### src/rtl/ntt_coeff_loader.sv
// -----------------------------------------------------------------------------
// ntt_coeff_loader
//
// Upstream feeder for the NTT/INTT processing unit (PU). It accepts one N-bit
// coefficient per cycle on a valid/ready stream. Each coefficient is reduced
// mod Q with a single conditional subtract. D coefficients are gathered into a
// fill buffer. A completed frame is then copied into the committed output
// register `a`, together with its mode flag, and a one-cycle pu_start pulse is
// raised. The committed vector holds for HOLD cycles (busy) while the PU works.
// The fill buffer and the committed register together form the double buffer,
// so the next frame can be filled while the current one is held.
//
// Ports
//   clk       in   1     rising-edge clock
//   rst       in   1     asynchronous, active-low reset
//   in_valid  in   1     input coefficient valid
//   in_ready  out  1     loader can accept (low only while a full frame waits)
//   in_coeff  in   N     unsigned coefficient, 0..2^N-1
//   in_inv    in   1     frame mode (0 NTT, 1 INTT), sampled with coefficient 0
//   in_last   in   1     marks coefficient D-1 of the frame
//   a         out  D*N   committed vector, slot s at a[N*(s+1)-1:N*s]
//   inv       out  1     mode of the committed vector
//   pu_start  out  1     one-cycle pulse: a/inv just committed
//   busy      out  1     committed vector is inside its HOLD window
//   frame_err out  1     one-cycle pulse on an in_last framing violation
// -----------------------------------------------------------------------------
module ntt_coeff_loader #(
    parameter int N      = 17,
    parameter int D      = 16,
    parameter int Q      = 65537,
    parameter int HOLD   = 16,
    parameter int BITREV = 0
) (
    input  logic             clk,
    input  logic             rst,
    input  logic             in_valid,
    output logic             in_ready,
    input  logic [N-1:0]     in_coeff,
    input  logic             in_inv,
    input  logic             in_last,
    output logic [D*N-1:0]   a,
    output logic             inv,
    output logic             pu_start,
    output logic             busy,
    output logic             frame_err
);

    localparam int LOGD = (D > 1) ? $clog2(D) : 1;
    localparam int HW   = (HOLD > 0) ? $clog2(HOLD + 1) : 1;

    localparam logic [N:0]      Q_EXT    = (N + 1)'(Q);
    localparam logic [HW-1:0]   HOLD_LD  = HW'(HOLD);
    localparam logic [LOGD-1:0] LAST_IDX = LOGD'(D - 1);

    // Slot a coefficient index lands in: identity, or bit-reversed index.
    function automatic logic [LOGD-1:0] slot_of(input logic [LOGD-1:0] c);
        logic [LOGD-1:0] r;
        r = c;
        if (BITREV != 0) begin
            for (int i = 0; i < LOGD; i++) begin
                r[i] = c[LOGD-1-i];
            end
        end
        return r;
    endfunction

    // ------------------------------------------------------------------ state
    logic [LOGD-1:0] count_q,      count_d;
    logic            frame_full_q, frame_full_d;
    logic            frame_inv_q,  frame_inv_d;
    logic [HW-1:0]   hold_cnt_q,   hold_cnt_d;
    logic [D*N-1:0]  a_q,          a_d;
    logic            inv_q,        inv_d;
    logic            pu_start_q,   pu_start_d;
    logic            frame_err_q,  frame_err_d;
    logic [N-1:0]    fill_q [D];
    logic [N-1:0]    fill_d [D];

    // --------------------------------------------------------- datapath nets
    logic            xfer;
    logic            commit;
    logic [N:0]      coeff_ext;
    logic [N:0]      coeff_sub;
    logic [N-1:0]    coeff_red;
    logic [LOGD-1:0] wr_slot;

    assign in_ready  = !frame_full_q;
    assign xfer      = in_valid && in_ready;
    // in_ready is low whenever frame_full is set, so a commit and a transfer
    // can never happen on the same edge.
    assign commit    = frame_full_q && (hold_cnt_q == '0);

    // Input is below 2^N <= 2Q, so one conditional subtract brings it below Q.
    assign coeff_ext = {1'b0, in_coeff};
    assign coeff_sub = coeff_ext - Q_EXT;
    assign coeff_red = (coeff_ext >= Q_EXT) ? coeff_sub[N-1:0] : in_coeff;
    assign wr_slot   = slot_of(count_q);

    // -------------------------------------------------------- next-state logic
    // NOTE: every variable gets its default before any condition; a path that
    // left one unassigned would make synthesis infer a latch.
    always_comb begin
        count_d      = count_q;
        frame_full_d = frame_full_q;
        frame_inv_d  = frame_inv_q;
        frame_err_d  = 1'b0;
        fill_d       = fill_q;
        hold_cnt_d   = hold_cnt_q;
        a_d          = a_q;
        inv_d        = inv_q;
        pu_start_d   = 1'b0;

        // Fill side.
        if (xfer) begin
            fill_d[wr_slot] = coeff_red;
            if (count_q == '0) begin
                frame_inv_d = in_inv;
            end
            if (count_q == LAST_IDX) begin
                // Frame is complete even without in_last; that case only
                // raises the error pulse.
                frame_full_d = 1'b1;
                count_d      = '0;
                frame_err_d  = !in_last;
            end else if (in_last) begin
                // Early in_last: drop the partial frame. The slots already
                // written are overwritten by the next frame before any commit.
                frame_err_d = 1'b1;
                count_d     = '0;
            end else begin
                count_d = count_q + LOGD'(1);
            end
        end

        // Commit side.
        if (commit) begin
            for (int s = 0; s < D; s++) begin
                a_d[N*s +: N] = fill_q[s];
            end
            inv_d        = frame_inv_q;
            pu_start_d   = 1'b1;
            hold_cnt_d   = HOLD_LD;
            frame_full_d = 1'b0;
        end else if (hold_cnt_q != '0) begin
            hold_cnt_d = hold_cnt_q - HW'(1);
        end
    end

    // ------------------------------------------------------------- registers
    // NOTE: sequential state uses non-blocking assignments so every flop
    // samples the values from before the edge, whatever the statement order.
    always_ff @(posedge clk or negedge rst) begin
        if (!rst) begin
            count_q      <= '0;
            frame_full_q <= 1'b0;
            frame_inv_q  <= 1'b0;
            hold_cnt_q   <= '0;
            a_q          <= '0;
            inv_q        <= 1'b0;
            pu_start_q   <= 1'b0;
            frame_err_q  <= 1'b0;
        end else begin
            count_q      <= count_d;
            frame_full_q <= frame_full_d;
            frame_inv_q  <= frame_inv_d;
            hold_cnt_q   <= hold_cnt_d;
            a_q          <= a_d;
            inv_q        <= inv_d;
            pu_start_q   <= pu_start_d;
            frame_err_q  <= frame_err_d;
        end
    end

    // NOTE: the fill buffer is a plain storage array with no reset; a commit
    // only follows D consecutive writes that cover every slot, so stale
    // contents are never observed and the array can map onto RAM-style cells.
    always_ff @(posedge clk) begin
        fill_q <= fill_d;
    end

    // --------------------------------------------------------------- outputs
    assign a         = a_q;
    assign inv       = inv_q;
    assign pu_start  = pu_start_q;
    assign busy      = (hold_cnt_q != '0);
    assign frame_err = frame_err_q;

endmodule

### config.mk
export PLATFORM = sky130hd
export DESIGN_NAME = ntt_coeff_loader
export DESIGN_NICKNAME = d
export VERILOG_FILES = /design/src/rtl/ntt_coeff_loader.sv
export SDC_FILE = /design/constraint.sdc
export NUM_CORES = 1
export LEC_CHECK = 0
export ABC_CLOCK_PERIOD_IN_PS = 2300
export CORE_MARGIN = 1.5
export CORE_UTILIZATION = 30
export DETAILED_ROUTE_END_ITERATION = 6
export GPL_TIMING_DRIVEN = 0
export PLACE_DENSITY = 0.47
export RECOVER_POWER = 50
export SLEW_MARGIN = 20
export SYNTH_ARGS = -nofsm -noshare
export SYNTH_HDL_FRONTEND = slang
export SYNTH_SLANG_ARGS = --single-unit
### constraint.sdc
create_clock -name clk -period 2.3 [get_ports clk]
set_input_delay 0.46 -clock clk [delete_from_list [all_inputs] [get_ports clk]]
set_output_delay 0.46 -clock clk [all_outputs]
set_load 0.03 [all_outputs]
Word level (Yosys, flattened, before mapping). Cells that the tools add are included.

Input bits: 22. RAM bits: 0. Memories kept: 0. Latch bits: 0. ROM bits: 0. Logic and storage cells: 60. Register bits: 558. Output and inout bits: 277.

Order comparisons: 3. Equality and inequality tests: 1. Bitwise operators: 1. Reduce and logical (&&, ||, !) cells: 13. Shifts and indexed selects: 0. Divide/modulo/power cells: 0. $mul: 0. Mux-type cells: 15. Add/sub/neg operators: 3.

Operators by type and width (number): bitwise mux 272 bit (1); demux 17 bit (select 4 bit) (1); two-way mux 17 bit (2); greater-or-equal comparator 17 bit, second input constant (1); subtractor 17 bit, second input constant (1); two-way mux 5 bit (2); two-way mux 4 bit (2); two-way mux 1 bit (7); nonzero test 2 bit (3); greater-or-equal comparator 5 bit, second input constant (1); zero test 5 bit (1); < comparator 5 x 1 -> 1 bit, second input constant (1); inverter 4 -> 5 bit (1); nonzero test 5 bit (1); subtractor 5 x 1 -> 5 bit, second input constant (1); adder 4 x 1 -> 4 bit, second input constant (1); == test 4 bit, second input constant (1); zero test 4 bit (1); AND reduction 2 bit (2); logical AND 1 bit (3); zero test 1 bit (2).

Longest topological paths before layout. Gate-level depths: netlist of run 1.

Word-level depth: 6. Gate-level depth with buffers: 7. Gate-level depth less buffers: 6.

Worst setup path after synthesis of run 1. No wires, ideal clock.

Kind: input to register. Start point: input in_coeff[6]. End point: register fill_q[101] in the netlist's numbering (data pin). Library setup time: 0.490 ns. Path slack: -1.112 ns. Cell stages on the path: 3. Buffers on the path: 0. Data arrival time: 2.923 ns. Data required time: 1.810 ns. Path through: or3_4 > or4b_1 > a2111oi_0.

Longest elaborated chain between the ends: 3. Elaborated cells between the ends (all ways): 4. Those cells by class: add/sub: 1; order compare: 1; mux: 2.

Ends and longest elaborated chain: start: declaration (RTL line 38) `input logic [N-1:0] in_coeff,`; subtractor 17 bit or greater-or-equal comparator 17 bit (tied branches) (RTL line 95, 96); two-way mux 17 bit (*) (RTL line 96) `assign coeff_red = (coeff_ext >= Q_EXT) ? coeff_sub[N-1:0] : in_coeff;`; via coeff_red[16] (RTL line 84) `logic [N-1:0] coeff_red;`; bitwise mux 272 bit (*) (RTL line 115) `fill_d[wr_slot] = coeff_red;`; end signal: assignment (RTL line 178) `fill_q <= fill_d;`; end: declaration (RTL line 76) `logic [N-1:0] fill_q [D];`.

Mark *: on every way through the listed nets, which the timed path passes. The rest lies on a longest branch. A chain may end at the register's enable or synchronous reset.

Final worst setup path of run 1.
Start point: input in_coeff[5]. End point: register fill_q[59] in the netlist's numbering (data pin).

The elaborated chain is that of the path after synthesis.

==> run metrics, run 1 <==
post-route ant nets=0; commonest non-fill, non-tap cell in the layout=dfrtp_1; Detailed Place HPWL=36.5 mm; Finished Layout Cells=2,319; flop2flop setup slack=20 ps; slew of the pin with the lowest slew margin=946 ps; Lkg Pwr=0.0111 uW; Final Util=41.2%; top cell type's share of synthesized area=41.9%; leading area contributor after synthesis=edfxtp_1; Rel. slew slack=36.9%; clock tree sinks=558; Yosys Warn Count=0; CORE AREA=0.0643 mm^2; share of layout cells above drive strength 1=33.8%; Post-synth EDFFs=272; critical path class=primary input to register; Area Overhead vs Synth=36.0%; combinational family with the most area after synthesis=multiplexers; post-synthesis cell area=0.0195 mm^2; failing checks=setup timing; TritonRoute pass-1 iters=4; root buf cell=clkbuf_16; Rows=93; Peak VDD IR=547 uV; Final setup violation count=94; fmax=419 MHz; first-pass GRT wire length=76.9 mm; Sw Ratio=23.7%; Mapped Nets=1,031; Fill cells=5,837; unrepaired setup endpoints after global routing=true; Remaining DRCs=0; routability cong.=0.717; CP max FO=8; nets=1,442; Psw=5460 uW; Simple-Gate Fraction of Synth Area=2.48%; top_reg_cell synth=dfrtp_1; status=finished with violations; chip width=258 um; Critical R2R Capture=a[206]; die area=0.0665 mm^2; initial antenna violation count=6; Max Slew Vio Count=0; area share of fa/ha/maj cells after synthesis=0.514%; Critical Path RT=2640 ps; most frequent cells in the layout=dfrtp_1 (286), mux2_2 (275), edfxtp_1 (272); Period minus WS final=2390 ps; Max Buffers Root-to-Sink=3; Total Power=23,100 uW; die height=258 um; r2r worst-path depth=7; Worst Setup Start Kind=primary input; DR iter-0 viols=477; Reg2Reg Launch Point=hold_cnt_q[0]; Int Power=17,600 uW; HP Class=primary input to async pin; Critical Path End Type=register; global route total overflow=0; post-synth cell types=41; CTS tree=done; part of the power in registers=48.6%; worst skew pair latency=620 ps; Setup TNS Final=-3470 ps; vias in the first global route=10,700; #FFs+latches synth=558; max-cap viol count=0; clk slew on worst S/H paths=60 ps; Post-Synth XOR/XNOR Area=0.180%; routed length per instance=23.2 um; clock power share=42.6%; ys async rst share=51.3%; gr usage total=16.0%; Gate power share=8.8%; wirelength, routed=53.7 mm; Avg Inst Size Synth=19.5 um^2; Placed Cells=2,176; Vias/cell=4.40; worst setup path start=in_coeff[5]; vias=10,200; Power Dens Cells=870 mW/mm^2; worst setup margin=-88.4 ps; TritonCTS Buffers=60; Starting Density=30.3%; final setup skew=24.6 ps; # IOs=299; post-synthesis sequential area ratio=78.7%; Final period util=104%; mux share of post-synthesis cell area=16.1%; hold_ws=415 ps; H-tree levels=2; final hold vios=0; post-synthesis compound-gate area fraction=1.00%; main area contributors after synthesis=edfxtp_1 (42%), dfrtp_1 (37%), mux2_2 (16%); critical path data arrival time=2730 ps; port buffer count=298; pin count of the biggest net entering global routing=84; Synth Instances=1,001
-- routing by layer --
metal | track usage (%) | routed length, um | vias to the layer above
met1 | 20.8 | 23100 | 5372
met5 | 0 | 31 | -
li1 | - | - | 4537
met3 | 4.20 | 3000 | 68
met4 | 3.88 | 975 | 4
met2 | 26.8 | 26600 | 233
-- logic make-up (layout without fill, tap and decap cells) --
kind of cell | after synthesis | after routing
adder cells (fa/ha/maj) | 8 | 8
multiplexers | 279 | 279
XOR/XNOR | 4 | 4
AO/OA/AOI/OAI | 32 | 32
AND/OR/NAND/NOR | 76 | 76
flip-flops | 558 | 558
buffers and inverters | 44 | 506
other | 0 | 1
-- state kept, by name, summed over array words and instances, names as in the netlist --
signal / count
frame_inv_q: 1
frame_full_q: 1
inv: 1
frame_err: 1
pu_start: 1
fill_q: 272
a: 272
count_q: 4
hold_cnt_q: 5
-- cells in the mapped netlist (all sizes together), types with 3 or more instances --
cell type and instances:
dfrtp 286, mux2 276, edfxtp 272, buf 27, o21ai 17, and2 16, nand2 11, inv 10
nor2 9, ha 8, clkbuf 7, nand3 6, nor3 6, o31ai 6, or3 5, nand2b 4
mux2i 3, nand4bb 3, or2 3, or4 3, or4b 3
-- cell type report --
cell class / count / area (um^2) / area share (%)
sequential: 558 / 15300 / 57.9
multi-input combinational: 399 / 4200 / 15.9
timing repair buffer: 349 / 3670 / 13.8
clock buffer: 87 / 1700 / 6.43
tap: 855 / 1070 / 4.04
clock inverter: 26 / 310 / 1.17
buffer: 34 / 165 / 0.624
inverter: 10 / 40.0 / 0.151
antenna: 1 / 2.50 / 0.00945
-- critical path, stage by stage --
cell	delay, ps
dlygate4sd2_1	280
or3_4	420
or4b_4	530
nor3_1	330
buf_6	220
buf_4	160
o31ai_4	110
buf_8	200
-- through the flow --
step                      cell area [um^2]  setup WS, ps
after global routing                 26500          -164
after floorplan                      19500          -161
final                                26500         -88.4
after CTS                            26600          4.16
after global placement               23600        -13490
after detailed placement             24200         -1570
-- power by group through the flow --
stage	logic [uW]	registers, uW	clock network (uW)
floorplan	541	11700	0
global placement	1840	11400	0
detailed placement	1990	11400	0
CTS	2120	11200	10100
global route	2190	11200	10500
finish	2040	11200	9810
-- worst max path at each step --
stage	slack, ps	end
2_1_floorplan	-160	fill_q[101]
3_3_place_gp	-13490	a[164]
3_5_place_dp	-1570	fill_q[52]
4_1_cts	4	fill_q[203]
5_1_grt	-160	fill_q[142]
6_report	-90	fill_q[59]
-- repair_timing --
item,4_1_cts,5_1_grt
endpoints found under the hold margin,65,0
gates resized for setup,40,16
hold buffers,1,0
pin swaps,11,4
endpoints found under the setup margin,654,222
buffers inserted,24,4
Power figures use the tool's default switching activity.
==> inputs of run 2 (changes only) <==
--- a/config.mk
+++ b/config.mk
@@ -5,7 +5,6 @@
 export SDC_FILE = /design/constraint.sdc
 export NUM_CORES = 1
 export LEC_CHECK = 0
-export ABC_CLOCK_PERIOD_IN_PS = 2300
 export CORE_MARGIN = 1.5
 export CORE_UTILIZATION = 30
 export DETAILED_ROUTE_END_ITERATION = 6
@@ -16,3 +15,4 @@
 export SYNTH_ARGS = -nofsm -noshare
 export SYNTH_HDL_FRONTEND = slang
 export SYNTH_SLANG_ARGS = --single-unit
+export TNS_END_PERCENT = 30
==> run 2 against run 1 <==
  * The run still ends with setup timing left
  * Via count is essentially flat
  * Critical endpoint is now fill_q[136]
  * Sequential share of layout area grew 0.96 points
  * Worst setup slack gained 25 ps
  * Largest cell class unchanged
  * Wire length shrank 0.46%
  * Non-clock buffer count shrank 1
  * First-iteration DRC count grew 23%
  * Register-to-register slack gained 40 ps
  * Core utilization shrank 0.67 points
  * Clock power shrank 7.8%
  * Combinational power shrank 3%
  * Sequential cell count is the same
  * Largest power group unchanged
  * Clock skew shrank 6.6 ps
==> run metrics, run 2 (same netlist as run 1, synthesis figures left out) <==
Final setup violation count=10; setup slack at placement=-1550 ps; # IOs=299; Max Slew Vio Count=0; Period minus WS final=2360 ps; Fill cells=5,894; chip width=258 um; wirelength, routed=53.5 mm; TritonCTS Buffers=60; vias in the first global route=10,900; Final Util=40.5%; status=finished with violations; Placed Cells=2,177; Slowest cell on crit path=or4_1; port buffer count=298; CTS tree=done; Worst Setup Start Kind=primary input; vias=10,200; Power Dens Cells=852 mW/mm^2; global route total overflow=0; H-tree levels=2; Rows=93; Critical R2R Capture=fill_q[192]; commonest non-fill, non-tap cell in the layout=dfrtp_1; failing checks=setup timing; Rel. slew slack=22.0%; Detailed Place HPWL=36.5 mm; crit path cell chain=dlygate4sd2_1, or4_1, or2_1, o311ai_2, o21ai_2, clkbuf_4; share of layout cells above drive strength 1=32.7%; critical path depth=6; r2r worst-path depth=4; Starting Density=30.3%; first-pass GRT wire length=78.0 mm; worst skew pair latency=600 ps; gr usage total=16.2%; CP max FO=10; clk slew on worst S/H paths=60 ps; delay-heaviest family, CP=simple AND/OR/NAND/NOR gates; Area Overhead vs Synth=33.8%; final setup skew=18.0 ps; post-route ant nets=0; unrepaired setup endpoints after global routing=true; clock tree sinks=558; most frequent cells in the layout=dfrtp_1 (286), mux2_2 (276), edfxtp_1 (272); CORE AREA=0.0643 mm^2; critical path data arrival time=2660 ps; worst setup path start=in_coeff[12]; worst path bufs/invs=2; max-cap viol count=0; Final period util=103%; worst setup margin=-63.6 ps; DR iter-0 viols=586; root buf cell=clkbuf_16; Critical Path End Type=register; pin count of the biggest net entering global routing=79; fmax=423 MHz; die height=258 um; initial antenna violation count=3; routed length per instance=23.1 um; die area=0.0665 mm^2; Finished Layout Cells=2,317; Peak VDD IR=500 uV; Critical Path RT=2600 ps; TritonRoute pass-1 iters=4; routability cong.=0.740; slew of the pin with the lowest slew margin=1170 ps; Remaining DRCs=0; nets=1,441; HP Class=primary input to register; Reg2Reg Launch Point=frame_full_q; crit path capture=fill_q[136]; flop2flop setup slack=60 ps; final hold vios=0; critical path's largest stage delay=590 ps; critical path class=primary input to register; Max Buffers Root-to-Sink=3; Vias/cell=4.41; Lkg Pwr=0.0111 uW
run 2: cell count changes in the layout (fill, tap and decap cells not counted), sizes merged, moves of 4 or more:
cell / change
clkinv: +7
dlygate4sd3: +22
bufinv: -4
clkdlybuf4s50: -26
clkbuf: +6
buf: -6
run 2: layout make-up:
cell class              count  area (um^2)  area share, %
flip-flops and latches    558        15300           58.8
multi-input cells         399         4130           15.9
repair buffers            348         3480           13.4
clock buffers              84         1640           6.31
well taps                 855         1070           4.11
clock inverters            25          180          0.692
plain buffers              34          171          0.658
inverters                  10         37.5          0.144
diodes                      4         10.0         0.0384
run 2: what timing repair did:
item	4_1_cts	5_1_grt
gates resized for setup	54	13
pin swaps	6	6
buffers inserted	20	6
hold buffers	1	0
setup endpoints to repair	668	241
endpoints found under the hold margin	76	0
run 2: power breakdown:
part / switching, uW / internal, uW
sequential: 212 / 11000
combinational: 1230 / 742
clock: 3870 / 5170
total: 5310 / 16900
run 2: metal layers:
layer / up-vias / share of wire, % / GRT usage, %
met1: 5347 / 43 / 20.9
met3: 68 / 5.1 / 4.26
met5: - / 0.051 / 0
met2: 240 / 50 / 27.0
met4: 4 / 1.8 / 4.22
li1: 4559 / - / -
run 2: metrics by stage:
stage / cell area, um^2 / hold slack [ps] / TNS (ps) / total power, uW
final: 26100 / 315 / -552 / 22200
after global routing: 26000 / 282 / -11690 / 23100
after CTS: 26300 / 391 / 0 / 22700
after detailed placement: 24200 / 463 / -507640 / 13400
after global placement: 23600 / 457 / -4808150 / 13300
after floorplan: 19500 / 164 / -19920 / 12300
run 2: worst reg2reg max path, stage by stage (launching register included):
cell      delay, ps
dfrtp_1         420
nand2b_1        190
clkbuf_1        220
nor3b_1         450
and2_2          580
run 2: worst min-delay path by stage:
stage	slack, ps	from	cells past startpoint	to
2_1_floorplan	160	rst	0	a[0]
6_report	310	in_coeff[6]	3	fill_q[108]
5_1_grt	280	in_coeff[6]	3	fill_q[108]
3_5_place_dp	460	fill_q[241]	1	a[20]
4_1_cts	390	in_coeff[5]	3	fill_q[108]
3_3_place_gp	460	fill_q[69]	1	a[188]
==> inputs of run 3 (changes only) <==
--- a/config.mk
+++ b/config.mk
@@ -5,7 +5,8 @@
 export SDC_FILE = /design/constraint.sdc
 export NUM_CORES = 1
 export LEC_CHECK = 0
-export CORE_MARGIN = 1.5
+export CAP_MARGIN = 30
+export CORE_MARGIN = 2
 export CORE_UTILIZATION = 30
 export DETAILED_ROUTE_END_ITERATION = 6
 export GPL_TIMING_DRIVEN = 0
==> run 3 against run 2 <==
  * The run ends with capacitance limit, slew limit, setup timing left
  * Via count increased by 1.9%
  * Combinational power up 6%
  * Sequential power barely moved
  * Largest cell class unchanged
  * Fmax is 2.3% lower
  * Critical endpoint is now fill_q[255]
  * Global-route usage shrank 0.065 points
  * Core utilization grew 0.64 points
  * Sequential share of layout area down 0.92 points
  * Final cell count grew 0.60%
  * Die area up 0.78%
  * Worst setup slack got worse by 55 ps
==> run metrics, run 3 (same netlist as run 1, synthesis figures left out) <==
Gate power share=9.2%; delay-heaviest family, CP=simple AND/OR/NAND/NOR gates; ANT cells=0; flop2flop setup slack=80 ps; Area Overhead vs Synth=35.9%; Setup TNS Final=-7420 ps; HP Start=in_coeff[6]; Rows=93; Max Buffers Root-to-Sink=3; Int Power=17,300 uW; CTS tree=done; gr usage total=16.1%; critical path's largest stage delay=610 ps; critical path depth=6; Reg2Reg Launch Point=hold_cnt_q[0]; Power Dens Cells=856 mW/mm^2; TritonRoute pass-1 iters=6; CP max FO=8; unrepaired setup endpoints after global routing=true; Starting Density=30.3%; Rel. slew slack=-13.5%; clock tree sinks=558; Critical Path RT=2640 ps; final setup skew=14.1 ps; crit path cell chain=dlygate4sd3_1, or4_4, or2_4, o311ai_1, o21ai_4, buf_16; HP Class=primary input to register; DR iter-0 viols=588; status=finished with violations; clock power share=41.4%; first-pass GRT wire length=78.0 mm; Max Slew Vio Count=63; worst path bufs/invs=2; Sw Ratio=23.7%; Detailed Place HPWL=37.3 mm; CORE AREA=0.0643 mm^2; initial antenna violation count=5; most frequent cells in the layout=dfrtp_1 (286), mux2_2 (275), edfxtp_1 (272); Vias/cell=4.47; Peak VDD IR=545 uV; routed length per instance=23.2 um; Worst Hold Depth=3; worst setup margin=-119 ps; fmax=413 MHz; commonest non-fill, non-tap cell in the layout=dfrtp_1; part of the power in registers=49.4%; Final Util=41.1%; clk slew on worst S/H paths=60 ps; H-tree levels=2; root buf cell=clkbuf_16; TritonCTS Buffers=59; nets=1,458; die area=0.0670 mm^2; Final period util=105%; critical path class=primary input to register; pin count of the biggest net entering global routing=89; routability cong.=0.726; critical path data arrival time=2760 ps; Worst Hold End=fill_q[176]; Psw=5360 uW; Period minus WS final=2420 ps; max-cap viol count=1; post-route ant nets=0; vias=10,400; global route total overflow=0; r2r worst-path depth=8; Critical Path End Type=register; wirelength, routed=54.1 mm; final hold vios=0; worst skew pair latency=600 ps; Remaining DRCs=0; Final setup violation count=151; # IOs=299; chip width=259 um; share of layout cells above drive strength 1=34.1%; port buffer count=298; Critical R2R Capture=a[96]; Lkg Pwr=0.0114 uW; die height=259 um; Slowest cell on crit path=dlygate4sd3_1; vias in the first global route=10,800; slew of the pin with the lowest slew margin=1700 ps; failing checks=capacitance limit, slew limit, setup timing; Worst Setup Start Kind=primary input
run 3: cell types whose count changed in the layout (fill, tap and decap cells not counted), moves of 7 or more:
| cell | change |
|---|---|
| buf_4 | +10 |
| dlygate4sd3_1 | +33 |
| clkbuf_8 | +7 |
| clkbuf_2 | -12 |
| buf_2 | +7 |
| clkdlybuf4s50_1 | -30 |
run 3: final cells by class:
class,instances,area [um^2]
Sequential cell,558,15300
Buffer,34,170
Inverter,10,37.5
Fill cell,5816,37900
Multi-Input combinational cell,399,4200
Tap cell,855,1070
Clock buffer,86,1680
Timing Repair Buffer,366,3760
Clock inverter,23,220
run 3: worst max path at each step:
| stage | startpoint | to | slack (ps) |
|---|---|---|---|
| floorplan | in_coeff[12] | fill_q[101] | -160 |
| global placement | rst | a[77] | -13430 |
| detailed placement | in_coeff[12] | fill_q[239] | -1550 |
| CTS | in_coeff[12] | fill_q[33] | -60 |
| global route | frame_full_q | fill_q[202] | -120 |
| finish | in_coeff[10] | fill_q[255] | -120 |
run 3: stage by stage:
stage          total power (uW)  setup WS (ps)  hold slack [ps]  instance area, um^2  std cells
2_1_floorplan             12300           -161              164                19500       1001
3_3_place_gp              13300         -13430              457                23600       2154
3_5_place_dp              13400          -1550              458                24300       2182
4_1_cts                   23000          -61.2              364                26600       2322
5_1_grt                   23500           -124              400                26500       2331
6_report                  22600           -119              412                26500       2331
run 3: power groups by stage:
stage	Clock, uW	Combinational [uW]	Sequential (uW)
6_report	9370	2080	11200
5_1_grt	10100	2240	11200
4_1_cts	9660	2160	11200
3_5_place_dp	0	2020	11400
3_3_place_gp	0	1840	11400
2_1_floorplan	0	540	11700
run 3: metal layers:
metal / vias to the layer above / track usage [%] / wire length (um)
li1: 4574 / - / -
met1: 5515 / 20.5 / 22600
met2: 240 / 28.0 / 27700
met3: 77 / 3.51 / 2830
met4: 4 / 3.95 / 970
met5: - / 0 / 27
run 3: timing repair:
item / 4_1_cts / 5_1_grt
resized for setup: 46 / 11
hold buffers: 1 / 0
cloned: 0 / 0
buffers inserted: 31 / 9
endpoints found under the hold margin: 62 / 0
pin swaps: 12 / 4
endpoints found under the setup margin: 630 / 397
run 3: worst min-delay path: stages:
cell and delay, ps:
dlygate4sd2_1 230, o31ai_2 100, o31ai_4 90
